$ cat src/rtl/logic_unit_pkg.sv
// -----------------------------------------------------------------------------
// logic_unit_pkg
// Shared definitions for the logic unit: the 3-bit gate opcode enum and the
// single-bit gate function that the combinational core applies to every bit
// lane. Because every operation is purely bitwise, a one-bit function applied
// per lane covers any operand width without a width limit.
// -----------------------------------------------------------------------------
package logic_unit_pkg;

    typedef enum logic [2:0] {
        OP_AND  = 3'd0,
        OP_OR   = 3'd1,
        OP_NAND = 3'd2,
        OP_NOR  = 3'd3,
        OP_XOR  = 3'd4,
        OP_XNOR = 3'd5,
        OP_NOTA = 3'd6,   // ~A, B ignored
        OP_ANDN = 3'd7    // A & ~B
    } op_e;

    // Gate function for one bit lane; the caller replicates it across WIDTH.
    function automatic logic logic_fn(input op_e op, input logic a, input logic b);
        logic y;
        unique case (op)
            OP_AND:  y = a & b;
            OP_OR:   y = a | b;
            OP_NAND: y = ~(a & b);
            OP_NOR:  y = ~(a | b);
            OP_XOR:  y = a ^ b;
            OP_XNOR: y = ~(a ^ b);
            OP_NOTA: y = ~a;
            OP_ANDN: y = a & ~b;
            default: y = 1'b0;
        endcase
        return y;
    endfunction

endpackage

$ cat src/rtl/logic_unit_pipe_core.sv
// -----------------------------------------------------------------------------
// logic_core
// Purely combinational gate array: applies the selected two-input gate to
// every bit of a and b and derives the reduction flags from the result.
//
// Ports:
//   op      in   op_e        gate select
//   a, b    in   WIDTH       operands
//   y       out  WIDTH       bitwise result
//   zero    out  1           y == 0
//   ones    out  1           y is all ones
//   parity  out  1           XOR-reduction of y
// -----------------------------------------------------------------------------
module logic_core
    import logic_unit_pkg::*;
#(
    parameter int WIDTH = 8
) (
    input  op_e              op,
    input  logic [WIDTH-1:0] a,
    input  logic [WIDTH-1:0] b,
    output logic [WIDTH-1:0] y,
    output logic             zero,
    output logic             ones,
    output logic             parity
);

    for (genvar i = 0; i < WIDTH; i++) begin : g_lane
        assign y[i] = logic_fn(op, a[i], b[i]);
    end

    assign zero   = ~|y;
    assign ones   = &y;
    assign parity = ^y;

endmodule

$ cat src/rtl/logic_unit_pipe.sv
// -----------------------------------------------------------------------------
// logic_unit_pipe
// Registered bitwise logic unit with a single-entry valid/ready output stage,
// accumulator feedback for chained operations and a saturating count of
// accepted transactions.
//
// Ports:
//   clk, rst_n   in   clock, synchronous active-low reset
//   in_valid     in   transaction present
//   in_ready     out  block can accept this cycle (!out_valid || out_ready)
//   in_a, in_b   in   WIDTH operands (in_a ignored when in_acc=1)
//   in_op        in   3-bit gate select (logic_unit_pkg::op_e)
//   in_acc       in   use accumulator as operand A
//   acc_clr      in   clear the accumulator (applies before the transaction)
//   out_valid    out  result register holds an unconsumed result
//   out_ready    in   downstream accepts the result
//   out_y        out  WIDTH result
//   out_zero/out_ones/out_parity  out  flags registered alongside out_y
//   op_count     out  CNT_W accepted-transaction count, saturating
// -----------------------------------------------------------------------------
module logic_unit_pipe
    import logic_unit_pkg::*;
#(
    parameter int WIDTH = 8,
    parameter int CNT_W = 8
) (
    input  logic             clk,
    input  logic             rst_n,
    input  logic             in_valid,
    output logic             in_ready,
    input  logic [WIDTH-1:0] in_a,
    input  logic [WIDTH-1:0] in_b,
    input  logic [2:0]       in_op,
    input  logic             in_acc,
    input  logic             acc_clr,
    output logic             out_valid,
    input  logic             out_ready,
    output logic [WIDTH-1:0] out_y,
    output logic             out_zero,
    output logic             out_ones,
    output logic             out_parity,
    output logic [CNT_W-1:0] op_count
);

    logic             valid_q,  valid_d;
    logic [WIDTH-1:0] y_q,      y_d;
    logic             zero_q,   zero_d;
    logic             ones_q,   ones_d;
    logic             parity_q, parity_d;
    logic [WIDTH-1:0] acc_q,    acc_d;
    logic [CNT_W-1:0] cnt_q,    cnt_d;

    logic             accept;
    logic [WIDTH-1:0] acc_eff;
    logic [WIDTH-1:0] a_eff;
    logic [WIDTH-1:0] core_y;
    logic             core_zero, core_ones, core_parity;

    // Single-entry stage: free when empty or being drained this cycle.
    assign in_ready = !valid_q || out_ready;
    assign accept   = in_valid && in_ready;

    // A same-cycle clear is seen by the transaction it accompanies.
    assign acc_eff  = acc_clr ? '0 : acc_q;
    assign a_eff    = in_acc ? acc_eff : in_a;

    logic_core #(.WIDTH(WIDTH)) u_core (
        .op     (op_e'(in_op)),
        .a      (a_eff),
        .b      (in_b),
        .y      (core_y),
        .zero   (core_zero),
        .ones   (core_ones),
        .parity (core_parity)
    );

    always_comb begin
        // NOTE: every next-state signal gets a default first so no path
        // through the block leaves it unassigned (which would infer a latch).
        valid_d  = valid_q;
        y_d      = y_q;
        zero_d   = zero_q;
        ones_d   = ones_q;
        parity_d = parity_q;
        acc_d    = acc_eff;
        cnt_d    = cnt_q;

        if (accept) begin
            valid_d  = 1'b1;
            y_d      = core_y;
            zero_d   = core_zero;
            ones_d   = core_ones;
            parity_d = core_parity;
            acc_d    = core_y;
            if (cnt_q != '1) begin
                cnt_d = cnt_q + CNT_W'(1);
            end
        end else if (out_ready) begin
            // Drained with nothing new: drop valid, keep the last value.
            valid_d = 1'b0;
        end
    end

    // NOTE: state registers use non-blocking assignments so every register
    // samples the pre-edge value of every other register.
    always_ff @(posedge clk) begin
        if (!rst_n) begin
            valid_q  <= 1'b0;
            y_q      <= '0;
            zero_q   <= 1'b1;
            ones_q   <= 1'b0;
            parity_q <= 1'b0;
            acc_q    <= '0;
            cnt_q    <= '0;
        end else begin
            valid_q  <= valid_d;
            y_q      <= y_d;
            zero_q   <= zero_d;
            ones_q   <= ones_d;
            parity_q <= parity_d;
            acc_q    <= acc_d;
            cnt_q    <= cnt_d;
        end
    end

    assign out_valid  = valid_q;
    assign out_y      = y_q;
    assign out_zero   = zero_q;
    assign out_ones   = ones_q;
    assign out_parity = parity_q;
    assign op_count   = cnt_q;

endmodule

$ cat config.mk
export PLATFORM = sky130hd
export DESIGN_NAME = logic_unit_pipe
export DESIGN_NICKNAME = d
export VERILOG_FILES = /design/src/rtl/logic_unit_pkg.sv /design/src/rtl/logic_unit_pipe_core.sv /design/src/rtl/logic_unit_pipe.sv
export SDC_FILE = /design/constraint.sdc
export NUM_CORES = 1
export LEC_CHECK = 0
export CORE_ASPECT_RATIO = 0.75
export CORE_MARGIN = 2
export CORE_UTILIZATION = 38
export CTS_CLUSTER_DIAMETER = 40
export DETAILED_ROUTE_END_ITERATION = 6
export PLACE_DENSITY = 0.71
export SYNTH_ARGS = -nofsm -noshare
export SYNTH_HDL_FRONTEND = slang
export SYNTH_SLANG_ARGS = --single-unit
$ cat constraint.sdc
create_clock -name clk -period 2.7 [get_ports clk]
set_input_delay 0.27 -clock clk [delete_from_list [all_inputs] [get_ports clk]]
set_output_delay 0.27 -clock clk [all_outputs]
set_load 0.05 [all_outputs]
Word level (Yosys, flattened, before mapping)
Cells that the tools add are included.
Word-level totals
  register bits after elaboration: 28
  latch bits: 0
  RAM bits: 0
  memory bits (read-only): 0
  bits of input ports: 25
  output and inout port bits: 21
  logic and storage cells: 111
  memories kept: 0
Operators by class
  add/subtract/negate cells: 1
  multiply operators: 0
  divide/modulo/power cells: 0
  $lt $le $gt $ge: 0
  equality and inequality tests: 8
  shifts and indexed selects: 0
  multiplexer cells: 13
  bitwise logic cells: 72
  reduce and logical (&&, ||, !) cells: 10
Operators by type and width (number)
  one-hot mux 1 bit (8 select lines): 8
  inverter 1 bit: 40
  two-way mux 8 bit: 3
  bitwise AND 1 bit: 16
  equality test 3 bit (second input constant): 4
  adder 8 x 1 -> 8 bit (second input constant): 1
  != test 8 bit (second input constant): 1
  bitwise OR 1 bit: 8
  AND reduction 8 bit: 1
  OR reduction 8 bit: 1
  XOR reduction 8 bit: 1
  bitwise XOR 1 bit: 8
  equality test 3 x 2 -> 1 bit (second input constant): 2
  equality test 3 x 1 -> 1 bit (second input constant): 1
  logical NOT 3 bit: 1
  logical NOT 1 bit: 2
  two-way mux 1 bit: 2
  AND reduction 2 bit: 1
  nonzero test 2 bit: 1
  logical AND 1 bit: 1
  logical OR 1 bit: 1

Depth between registers and ports, before layout
Gate-level depths: netlist of the first run.
  depth after elaboration: 7
  mapped depth: 13
  gate-level depth less buffers: 12

Modules after synthesis
Synthesis of the first run repeated with hierarchy kept, for this count alone.
Unflattened totals
  cell total of the unflattened synthesis: 295
  area total of the unflattened synthesis: 2316.0 µm²
Modules (own cells, without submodules)
  logic_unit_pipe: times used 1, cells each 145, area an instance 1221.2 µm², sequential area each 560.5 µm²
  logic_core: times used 1, cells each 150, area an instance 1094.8 µm², sequential area each 0.0 µm²

Worst setup path after synthesis of the first run
No wires, ideal clock.
  kind: input to register
  from: in in_acc
  to: reg parity_q, in the netlist out_parity
  library setup time: 0.086 ns
  data arrival time: 2.397 ns
  data required time: 2.614 ns
  path slack: 0.217 ns
  stages on the path: 12
  path buffers: 2
  cells stage by stage: buf_4 buf_4 a21oi_1 inv_1 ha_1 xor2_1 o22ai_1 o32ai_2 ha_1 xnor2_1 xnor2_1 a211oi_1
Between the ends
  word-level cells in the longest chain between the ends: 5
  elaborated cells between the ends (all ways): 74
  classes of those cells: mux: 9; bitwise: 64; reduce/logical: 1
RTL lines
  start, declared: RTL line logic_unit_pipe.sv:34  | input logic in_acc,
  two-way mux 8 bit *: RTL line logic_unit_pipe.sv:65  | assign a_eff = in_acc ? acc_eff : in_a;
  bitwise XOR 1 bit, or another cell as far along: RTL line logic_unit_pkg.sv:29, logic_unit_pkg.sv:30
  inverter 1 bit (on tied branches): RTL line logic_unit_pkg.sv:30, logic_unit_pkg.sv:27, logic_unit_pkg.sv:28
  one-hot mux 1 bit (8 select lines): RTL line logic_unit_pkg.sv:24  | unique case (op)
  XOR reduction 8 bit *: RTL line logic_unit_pipe_core.sv:34  | assign parity = ^y;
  end signal, assigned: RTL line logic_unit_pipe.sv:120  | parity_q <= parity_d;
  end, declared: RTL line logic_unit_pipe.sv:49  | logic parity_q, parity_d;
Every way passes the cells marked *; elsewhere a longest branch is shown, timed or not.
A chain may end at the register's enable or synchronous reset.

Worst setup path after layout of the first run
  from: in in_a[5]
  to: reg parity_q, in the netlist out_parity
Between the ends
  word-level cells in the longest chain between the ends: 5
  elaborated cells between the ends (all ways): 11
  classes of those cells: mux: 2; bitwise: 8; reduce/logical: 1
RTL lines
  start, declared: RTL line logic_unit_pipe.sv:31  | input logic [WIDTH-1:0] in_a,
  two-way mux 8 bit *: RTL line logic_unit_pipe.sv:65
  bitwise XOR 1 bit, or another cell as far along: RTL line logic_unit_pkg.sv:29, logic_unit_pkg.sv:30
  inverter 1 bit (on tied branches): RTL line logic_unit_pkg.sv:30, logic_unit_pkg.sv:27, logic_unit_pkg.sv:28
  one-hot mux 1 bit (8 select lines) *: RTL line logic_unit_pkg.sv:24
  XOR reduction 8 bit *: RTL line logic_unit_pipe_core.sv:34
Marks and branches as above.

==> run_results.csv, run 1 <==
group,metric,value,unit
setup_path,crit_path_end_kind,"flop",
synth,synthMuxAreaShare,2.13,%
run,maxCapViolCount,0,
placed_design,dpl.hpwl,4440,µm
final_layout,layout_common_cells,"clkdlybuf4s50_1, buf_4, ha_1",
synth,synth_top_family_by_area,"compound AO/OA/AOI/OAI gates",
power,p_per_area,363,nW/µm²
synth,yosys.area_share.simple,18.0,%
synth,syn-num-nets,337,
floorplan,pin_count,46,
floorplan,fp-row-count,24,
detailed_routing,vias_per_cell,5.03,
sta,skew,0.00289,ns
min_path,hp-class,"reg2reg",
setup_path,crit_path_top_delay_cell,"clkdlybuf4s50_1",
setup_path,cpLargestDelayFamily,"compound AO/OA/AOI/OAI gates",
detailed_routing,ant_nets,0,
floorplan,die_height,72.0,µm
sta,report.final.hold_viol_count,0,
sta,period_share,96.7,%
detailed_routing,routed_wl,5900,µm
clock_network,cts.sinks,28,
placed_design,place_area,3190,µm²
detailed_routing,m1WireLength,2940,µm
global_route,grt_pass1_vias,2179,
clock_network,ctsHoldBuffers,0,
setup_path,critPathLaunchType,"input pin",
final_layout,area_growth,45.8,%
clock_network,cts_buffers,3,
sta,setup_viol,0,
setup_path,critPathKind,"in2reg",
final_layout,drive_gt1_share,27.3,%
final_layout,diodes,0,
sta,maxClockFrequency,383,MHz
sta,timing.final.max_slew_violations,0,
floorplan,start_util,39.9,%
synth,synth_compound_area_share,25.4,%
sta,worstMarginPinSlew,0.855,ns
power,peakVddDrop,0.247,mV
detailed_routing,wl_met3,224,µm
setup_path,cp.required,2.89,ns
detailed_routing,highest_layer,"met4",
synth,netlist_area,2350,µm²
detailed_routing,via_count,2219,
floorplan,core_area,5890,µm²
floorplan,dieWidth,94.7,µm
synth,ys_warn_count,0,
run_status,status,"finished, final reports clean",
clock_network,clk_latency,0.27,ns
setup_path,cp_common_cell,"ha_1",
clock_network,clk_pin_slew,0.09,ns
synth,synth_cells,279,
setup_path,critPathBufInv,1,
global_route,grt.overflow.total,0,
global_route,grt_pass1_wl,9970,µm
synth,yosys.area_share.xor_xnor,4.48,%
clock_network,clock-root-buffer,"clkbuf_8",
setup_path,critical_path.cell_chain,"clkdlybuf4s50_1, nor2b_1, a21oi_2, ha_1, and2_2, o311a_1, o32ai_2, ha_1, xnor2_2, xnor2_1, a211oi_1",
setup_path,max_stage_delay,0.45,ns
floorplan,die_area,6820,µm²
setup_path,path_max_fanout,2,
global_route,grt_util_all_layers,17.8,%
synth,ys_types,38,
detailed_routing,firstDrtPassIters,4,
setup_path,worstPathArrival,2.80,ns
detailed_routing,wl_per_cell,13.4,µm
synth,synth-seq-area-share,23.9,%
placed_design,numPortBuffers,45,
clock_network,h-tree-depth,1,
global_route,antenna_found_initial,0,
power,p_leak,0.00152,µW
clock_network,cts_tree,"done",
synth,synthAdderAreaFrac,17.6,%
sta,slew_headroom,42.7,%
final_layout,finalNetCount,423,
synth,ys_ff_latch,28,
global_route,grt_max_degree,26,
placed_design,gp_congestion,0.823,
sta,min_period,2.61,ns
detailed_routing,drt_iter0_markers,83,
synth,syn_area_per_cell,8.41,µm²
final_layout,final_area,3420,µm²
detailed_routing,drc,0,
clock_network,clk_path_buf_depth,2,
sta,hold_ws,0.451,ns
detailed_routing,wl_met2,2690,µm
[layer usage]
layer / up-vias / track usage (%)
li1: 1149 / -
met1: 1018 / 25.2
met2: 46 / 29.6
met3: 6 / 2.70
met4: 0 / 2.09
met5: - / 0
[per-stage QoR]
step | util (%) | power [µW] | std cells | setup slack, ns | setup TNS [ns]
2_1_floorplan | - | 782 | 279 | 0.217 | 0
3_3_place_gp | 54.2 | 974 | 435 | -0.307 | -0.579
3_5_place_dp | 54.2 | 985 | 435 | -0.419 | -0.824
4_1_cts | 56.4 | 1230 | 439 | 0.00422 | 0
5_1_grt | 58.1 | 1320 | 441 | -0.0238 | -0.0238
6_report | 58.1 | 1240 | 441 | 0.0890 | 0
[final cells by class]
class / instances / area (µm²)
Inverter: 27 / 101
Tap cell: 78 / 97.6
Sequential cell: 28 / 561
Clock buffer: 3 / 41.3
Fill cell: 510 / 2460
Timing Repair Buffer: 94 / 898
Multi-Input combinational cell: 211 / 1720
[power breakdown]
group          total, µW  internal (µW)  leakage [µW]  switching (µW)
Combinational        567            278       0.00127             289
Clock                218            100     0.0000216             118
Sequential           456            440      0.000229            15.4
Total               1240            818       0.00152             422
[logic make-up after synthesis]
family	count (synthesis)
adders and majority gates	33
muxes	5
AOI/OAI and AO/OA	82
DFF	28
buffers and inverters	40
and+or+nand+nor	79
xor gates and xnor gates	12
[flip-flops by register name, indices dropped and copies added (netlist names)]
signal,count
op_count,8
out_ones,1
out_y,8
out_parity,1
out_valid,1
acc_q,8
out_zero,1
[timing repair]
action,CTS,global route
pin swaps,9,17
gates cloned,1,0
gates resized for setup,13,21
setup buffers,0,2
setup endpoints to repair,2,2
[final timing paths]
path                                from    endpoint  slack, ns  cells after the start
worst max-delay path             in_a[5]  out_parity       0.09                     11
worst min-delay path            out_y[6]    out_y[6]       0.45                      2
worst max register to register  acc_q[5]  out_parity       0.25                     10
worst min register to register  out_y[6]    out_y[6]       0.45                      2
[worst min-delay path, stage by stage, from the launching register on]
cell and delay (ns):
dfxtp_1 0.32, nand2_1 0.05, o21ai_1 0.05
[synth_stat cells, drive strengths merged]
cell | count | area share, %
o22ai | 8 | 2.1
clkbuf | 2 | 0.32
nor2 | 11 | 1.8
o21ai | 18 | 3.8
nand2b | 7 | 1.9
nand3 | 4 | 0.85
a211oi | 9 | 2.9
or2 | 1 | 0.27
o32ai | 4 | 2.8
xnor2 | 3 | 1.1
nor3 | 1 | 0.21
dfxtp | 28 | 24
nand3b | 1 | 0.48
o211ai | 3 | 0.96
a21bo | 4 | 1.7
buf | 11 | 3.8
nand4 | 2 | 0.53
or4 | 3 | 0.96
mux2i | 5 | 2.1
a21oi | 20 | 4.3
xor2 | 9 | 3.4
inv | 27 | 4.3
o41ai | 1 | 0.37
nor2b | 16 | 4.3
ha | 33 | 18
and2 | 5 | 1.5
o311a | 4 | 1.7
o31ai | 7 | 3.1
or3 | 3 | 1.0
o21ba | 4 | 1.7
and4 | 1 | 0.37
nand2 | 24 | 3.8
(Power assumes the default switching activity.)
==> run 2: changes to the inputs <==
--- a/config.mk
+++ b/config.mk
@@ -5,11 +5,13 @@
 export SDC_FILE = /design/constraint.sdc
 export NUM_CORES = 1
 export LEC_CHECK = 0
+export ABC_CLOCK_PERIOD_IN_PS = 2700
 export CORE_ASPECT_RATIO = 0.75
 export CORE_MARGIN = 2
 export CORE_UTILIZATION = 38
 export CTS_CLUSTER_DIAMETER = 40
 export DETAILED_ROUTE_END_ITERATION = 6
+export GPL_TIMING_DRIVEN = 0
 export PLACE_DENSITY = 0.71
 export SYNTH_ARGS = -nofsm -noshare
 export SYNTH_HDL_FRONTEND = slang
==> run 2 against run 1 <==
Combinational power barely moved. Design area down 6.1%. Clock power rose by 53%.
==> run_results.csv, run 2 (synthesis gave the netlist of run 1 again) <==
group,metric,value,unit
setup_path,critical_path.cell_chain,"clkdlybuf4s50_1, nor2b_1, a21oi_2, ha_1, and2_2, o311a_1, o32ai_4, ha_4, xnor2_2, xnor2_1, a211oi_2",
setup_path,crit_start,"in_a[2]",
setup_path,critPathKind,"in2reg",
setup_path,cp.required,2.91,ns
floorplan,die_height,72.0,µm
sta,skew,0.00457,ns
detailed_routing,drc,0,
clock_network,cts.sinks,28,
clock_network,clk_latency,0.28,ns
detailed_routing,vias_per_cell,5.22,
final_layout,finalNetCount,392,
run,maxCapViolCount,0,
floorplan,dieWidth,94.7,µm
sta,period_share,95.6,%
setup_path,critPathBufInv,1,
final_layout,area_growth,36.9,%
setup_path,r2r_cells,11,
final_layout,drive_gt1_share,21.6,%
setup_path,max_stage_delay,0.45,ns
clock_network,clk_pin_slew,0.10,ns
detailed_routing,firstDrtPassIters,4,
final_layout,diodes,0,
power,p_leak,0.00135,µW
clock_network,cts_buffers,3,
sta,report.final.hold_viol_count,0,
min_path,hp-class,"reg2reg",
global_route,grt_max_degree,17,
clock_network,cts_tree,"done",
floorplan,start_util,39.9,%
floorplan,fp-row-count,24,
setup_path,r2r_setup_slack,0.18,ns
placed_design,place_area,2870,µm²
sta,setup_viol,0,
setup_path,r2r_end,"out_parity",
floorplan,core_area,5890,µm²
final_layout,layout_common_cells,"clkdlybuf4s50_1, ha_1, dfxtp_1",
setup_path,cpLargestDelayFamily,"compound AO/OA/AOI/OAI gates",
detailed_routing,via_count,2145,
power,peakVddDrop,0.286,mV
setup_path,worstReg2RegStart,"acc_q[1]",
clock_network,clock-root-buffer,"clkbuf_8",
setup_path,path_max_fanout,2,
sta,rsz0062_at_grt,"false",
sta,timing.final.ws_setup,0.119,ns
final_layout,final_common_cell,"clkdlybuf4s50_1",
clock_network,h-tree-depth,1,
global_route,grt_pass1_vias,2100,
sta,worstMarginPinSlew,0.651,ns
detailed_routing,ant_nets,0,
global_route,grt_util_all_layers,17.7,%
setup_path,worstPathArrival,2.79,ns
clock_network,clk_path_buf_depth,2,
sta,min_period,2.58,ns
placed_design,numPortBuffers,43,
placed_design,gp_congestion,0.841,
placed_design,dpl.hpwl,4420,µm
min_path,hp-start,"out_y[7]",
global_route,grt_pass1_wl,9820,µm
detailed_routing,wl_per_cell,14.5,µm
setup_path,crit_path_top_delay_cell,"clkdlybuf4s50_1",
global_route,antenna_found_initial,0,
min_path,min_to,"out_y[7]",
final_layout,final_area,3210,µm²
detailed_routing,drt_iter0_markers,131,
power,p_per_area,422,nW/µm²
global_route,grt.overflow.total,0,
sta,finalSetupTns,0,ns
sta,timing.final.max_slew_violations,0,
floorplan,die_area,6820,µm²
detailed_routing,routed_wl,5950,µm
run_status,status,"finished, final reports clean",
placed_design,place_ws,-0.793,ns
setup_path,critPathLaunchType,"input pin",
sta,maxClockFrequency,387,MHz
final_layout,fillerInstances,548,
sta,slew_headroom,56.6,%
floorplan,pin_count,46,
min_path,hold_depth,2,
setup_path,crit_path_end_kind,"flop",
==> run 2: changes by cell type in the layout (fill, tap and decap cells not counted), moves of 3 or more <==
cell     before  now
buf_12        4    0
buf_2         0    4
buf_4        43    9
buf_6         1    6
inv_1        24   27
inv_2         3    0
nor2b_2       5    8
nor2b_4       4    0
o32ai_2       4    0
o32ai_4       0    4
==> run 2: how the worst max path moves through the flow <==
stage	endpoint	cells past startpoint	slack (ns)
floorplan	out_parity	12	0.22
global placement	out_parity	12	-0.73
detailed placement	out_parity	13	-0.79
CTS	out_parity	12	0.002
global route	out_parity	11	0.000003
finish	out_parity	11	0.12
==> run 2: where the power goes <==
| part | switching (µW) | internal [µW] |
|---|---|---|
| clock network | 136 | 199 |
| registers | 14.3 | 440 |
| logic | 306 | 261 |
==> run 2: metal layers <==
metal  part of all wire (%)  track usage [%]  vias up
met5                      0                0        -
met4                      0             2.25        0
met3                    2.9             2.39        0
met2                     46             29.3       39
met1                     51             25.4     1025
li1                       -                -     1081
==> run 2: layout make-up <==
| cell class | instances | area (µm²) | share of cell area (%) |
|---|---|---|---|
| Inverter | 27 | 101 | 3.16 |
| Tap cell | 78 | 97.6 | 3.04 |
| Clock buffer | 3 | 41.3 | 1.29 |
| Multi-Input combinational cell | 211 | 1800 | 56.1 |
| Buffer | 13 | 105 | 3.27 |
| Sequential cell | 28 | 561 | 17.5 |
| Timing Repair Buffer | 50 | 473 | 14.7 |
| Clock inverter | 1 | 30.0 | 0.935 |
==> run 2: what timing repair did <==
item                       in CTS  in global routing
setup endpoints to repair       3                  2
gates resized for setup        15                 28
hold buffers                    0                  0
pin swaps                       4                  8
setup buffers                   4                  3
==> run 2: per-stage QoR <==
stage / total power (µW) / utilization (%) / hold WS (ns) / cells
finish: 1360 / 54.6 / 0.455 / 411
global route: 1430 / 54.6 / 0.475 / 411
CTS: 1290 / 52.1 / 0.460 / 408
detailed placement: 920 / 48.8 / 0.446 / 400
global placement: 908 / 48.8 / 0.440 / 400
floorplan: 782 / - / 0.359 / 279
==> run 2: worst reg2reg max path, cell delays in order (launching register included) <==
cell	delay, ns
dfxtp_1	0.31
nor2b_1	0.14
a21oi_1	0.21
inv_1	0.09
ha_1	0.30
mux2i_1	0.14
o22ai_1	0.12
o31ai_4	0.37
ha_4	0.27
xnor2_2	0.14
xnor2_1	0.14
a211oi_2	0.22
==> run 3: changes to the inputs <==
--- a/config.mk
+++ b/config.mk
@@ -7,7 +7,6 @@
 export LEC_CHECK = 0
 export ABC_CLOCK_PERIOD_IN_PS = 2700
 export CORE_ASPECT_RATIO = 0.75
-export CORE_MARGIN = 2
 export CORE_UTILIZATION = 38
 export CTS_CLUSTER_DIAMETER = 40
 export DETAILED_ROUTE_END_ITERATION = 6
==> run 3 against run 2 <==
Non-clock buffer count did not move. Clock skew barely moved. Fmax barely moved. Global-route usage rose by 1.6 points. Critical endpoint unchanged. Largest power group unchanged.
==> run_results.csv, run 3 (synthesis gave the netlist of run 1 again) <==
group,metric,value,unit
setup_path,critPathBufInv,1,
detailed_routing,firstDrtPassIters,4,
setup_path,critical_path.cell_chain,"clkdlybuf4s50_1, nor2b_1, a21oi_2, ha_1, and2_2, o311a_1, o32ai_4, ha_4, xnor2_2, xnor2_1, a211oi_1",
setup_path,critPathLaunchType,"input pin",
sta,skew,0.00486,ns
placed_design,dpl.hpwl,4330,µm
clock_network,clk_latency,0.28,ns
global_route,grt.overflow.total,0,
setup_path,cpLargestDelayFamily,"compound AO/OA/AOI/OAI gates",
sta,slew_headroom,59.6,%
detailed_routing,wl_per_cell,14.6,µm
sta,setup_viol,0,
final_layout,diodes,0,
clock_network,ctsHoldBuffers,0,
detailed_routing,routed_wl,5990,µm
clock_network,cts.sinks,28,
final_layout,final_area,3180,µm²
setup_path,worstPathArrival,2.78,ns
setup_path,r2r_cells,13,
detailed_routing,vias_per_cell,5.23,
sta,report.final.hold_viol_count,0,
detailed_routing,drc,0,
detailed_routing,via_count,2149,
setup_path,r2r_end,"out_ones",
placed_design,place_area,2870,µm²
power,p_leak,0.00134,µW
min_path,hp-start,"acc_clr",
floorplan,start_util,39.9,%
global_route,grt_pass1_vias,2177,
setup_path,cp.required,2.90,ns
floorplan,fp-row-count,24,
global_route,grt_util_all_layers,19.4,%
sta,period_share,95.5,%
clock_network,clk_pin_slew,0.09,ns
final_layout,area_growth,35.6,%
sta,min_period,2.58,ns
sta,timing.final.max_slew_violations,0,
min_path,hold_depth,4,
power,p_per_area,400,nW/µm²
run,maxCapViolCount,0,
setup_path,crit_path_end_kind,"flop",
floorplan,die_height,70.0,µm
global_route,grt_pass1_wl,10100,µm
placed_design,gp_congestion,0.824,
detailed_routing,ant_nets,0,
global_route,grt_max_degree,16,
setup_path,critPathKind,"in2reg",
sta,worstMarginPinSlew,0.606,ns
floorplan,pin_count,46,
floorplan,die_area,6500,µm²
placed_design,place_ws,-0.850,ns
setup_path,worstReg2RegStart,"acc_q[5]",
final_layout,layout_common_cells,"clkdlybuf4s50_1, ha_1, dfxtp_1",
placed_design,numPortBuffers,43,
setup_path,path_max_fanout,2,
sta,timing.final.ws_setup,0.121,ns
clock_network,cts_buffers,3,
run_status,status,"finished, final reports clean",
setup_path,crit_path_top_delay_cell,"clkdlybuf4s50_1",
setup_path,crit_start,"in_a[3]",
final_layout,utilization,54.1,%
final_layout,final_cells,411,
setup_path,r2r_setup_slack,0.18,ns
clock_network,h-tree-depth,1,
final_layout,final_common_cell,"clkdlybuf4s50_1",
clock_network,cts_tree,"done",
floorplan,core_area,5890,µm²
clock_network,clock-root-buffer,"clkbuf_8",
power,peakVddDrop,0.225,mV
setup_path,max_stage_delay,0.45,ns
final_layout,drive_gt1_share,20.1,%
clock_network,clk_path_buf_depth,2,
min_path,hp-class,"in2reg",
sta,maxClockFrequency,388,MHz
global_route,antenna_found_initial,0,
placed_design,dp.cells,400,
final_layout,finalNetCount,392,
floorplan,dieWidth,92.7,µm
detailed_routing,drt_iter0_markers,103,
min_path,min_to,"acc_q[0]",
-- run 3: cell count changes in the layout (fill, tap and decap cells not counted), sizes merged --
cell,change
bufinv,-1
clkbuf,+1
-- run 3: worst min-delay path, delay by kind of cell --
family,cells,cell delay [ns]
AOI/OAI and AO/OA,1,0.05
buffers and inverters,1,0.22
and+or+nand+nor,2,0.14
-- run 3: metrics by stage --
step | TNS, ns | total power, µW | hold WS (ns)
2_1_floorplan | 0 | 782 | 0.359
3_5_place_dp | -3.40 | 920 | 0.445
5_1_grt | -0.0114 | 1350 | 0.474
4_1_cts | 0 | 1230 | 0.462
3_3_place_gp | -2.66 | 907 | 0.439
6_report | 0 | 1270 | 0.452
-- run 3: cell type report --
class	count	area, µm²
fill	566	2700
multi-input combinational	211	1790
sequential	28	561
timing repair buffer	50	473
buffer	13	105
inverter	27	101
tap	78	97.6
clock buffer	4	55.1
-- run 3: timing repair --
action                                  in CTS  in global routing
gates cloned                                 0                  0
pin swaps                                    6                  8
endpoints found under the setup margin       3                  2
hold endpoints to repair                     0                  0
resized for setup                           16                 22
buffers inserted                             6                  1
-- run 3: how the worst max path moves through the flow --
stage / endpoint / slack, ns / cells after the start
floorplan: out_parity / 0.22 / 12
global placement: out_parity / -0.76 / 12
detailed placement: out_parity / -0.85 / 13
CTS: out_parity / 0.002 / 12
global route: out_ones / -0.01 / 14
finish: out_parity / 0.12 / 11
-- run 3: metal layers --
metal  track usage, %  wire, µm  vias to the layer above
met4             4.79        55                        0
met1             26.4      2980                     1020
met5                0         0                        -
met2             31.6      2720                       43
met3             3.38       231                        6
li1                 -         -                     1080
-- run 3: report_power, final --
part           internal, µW  switching (µW)
Combinational           260             300
Clock                   131             128
Sequential              440            14.3
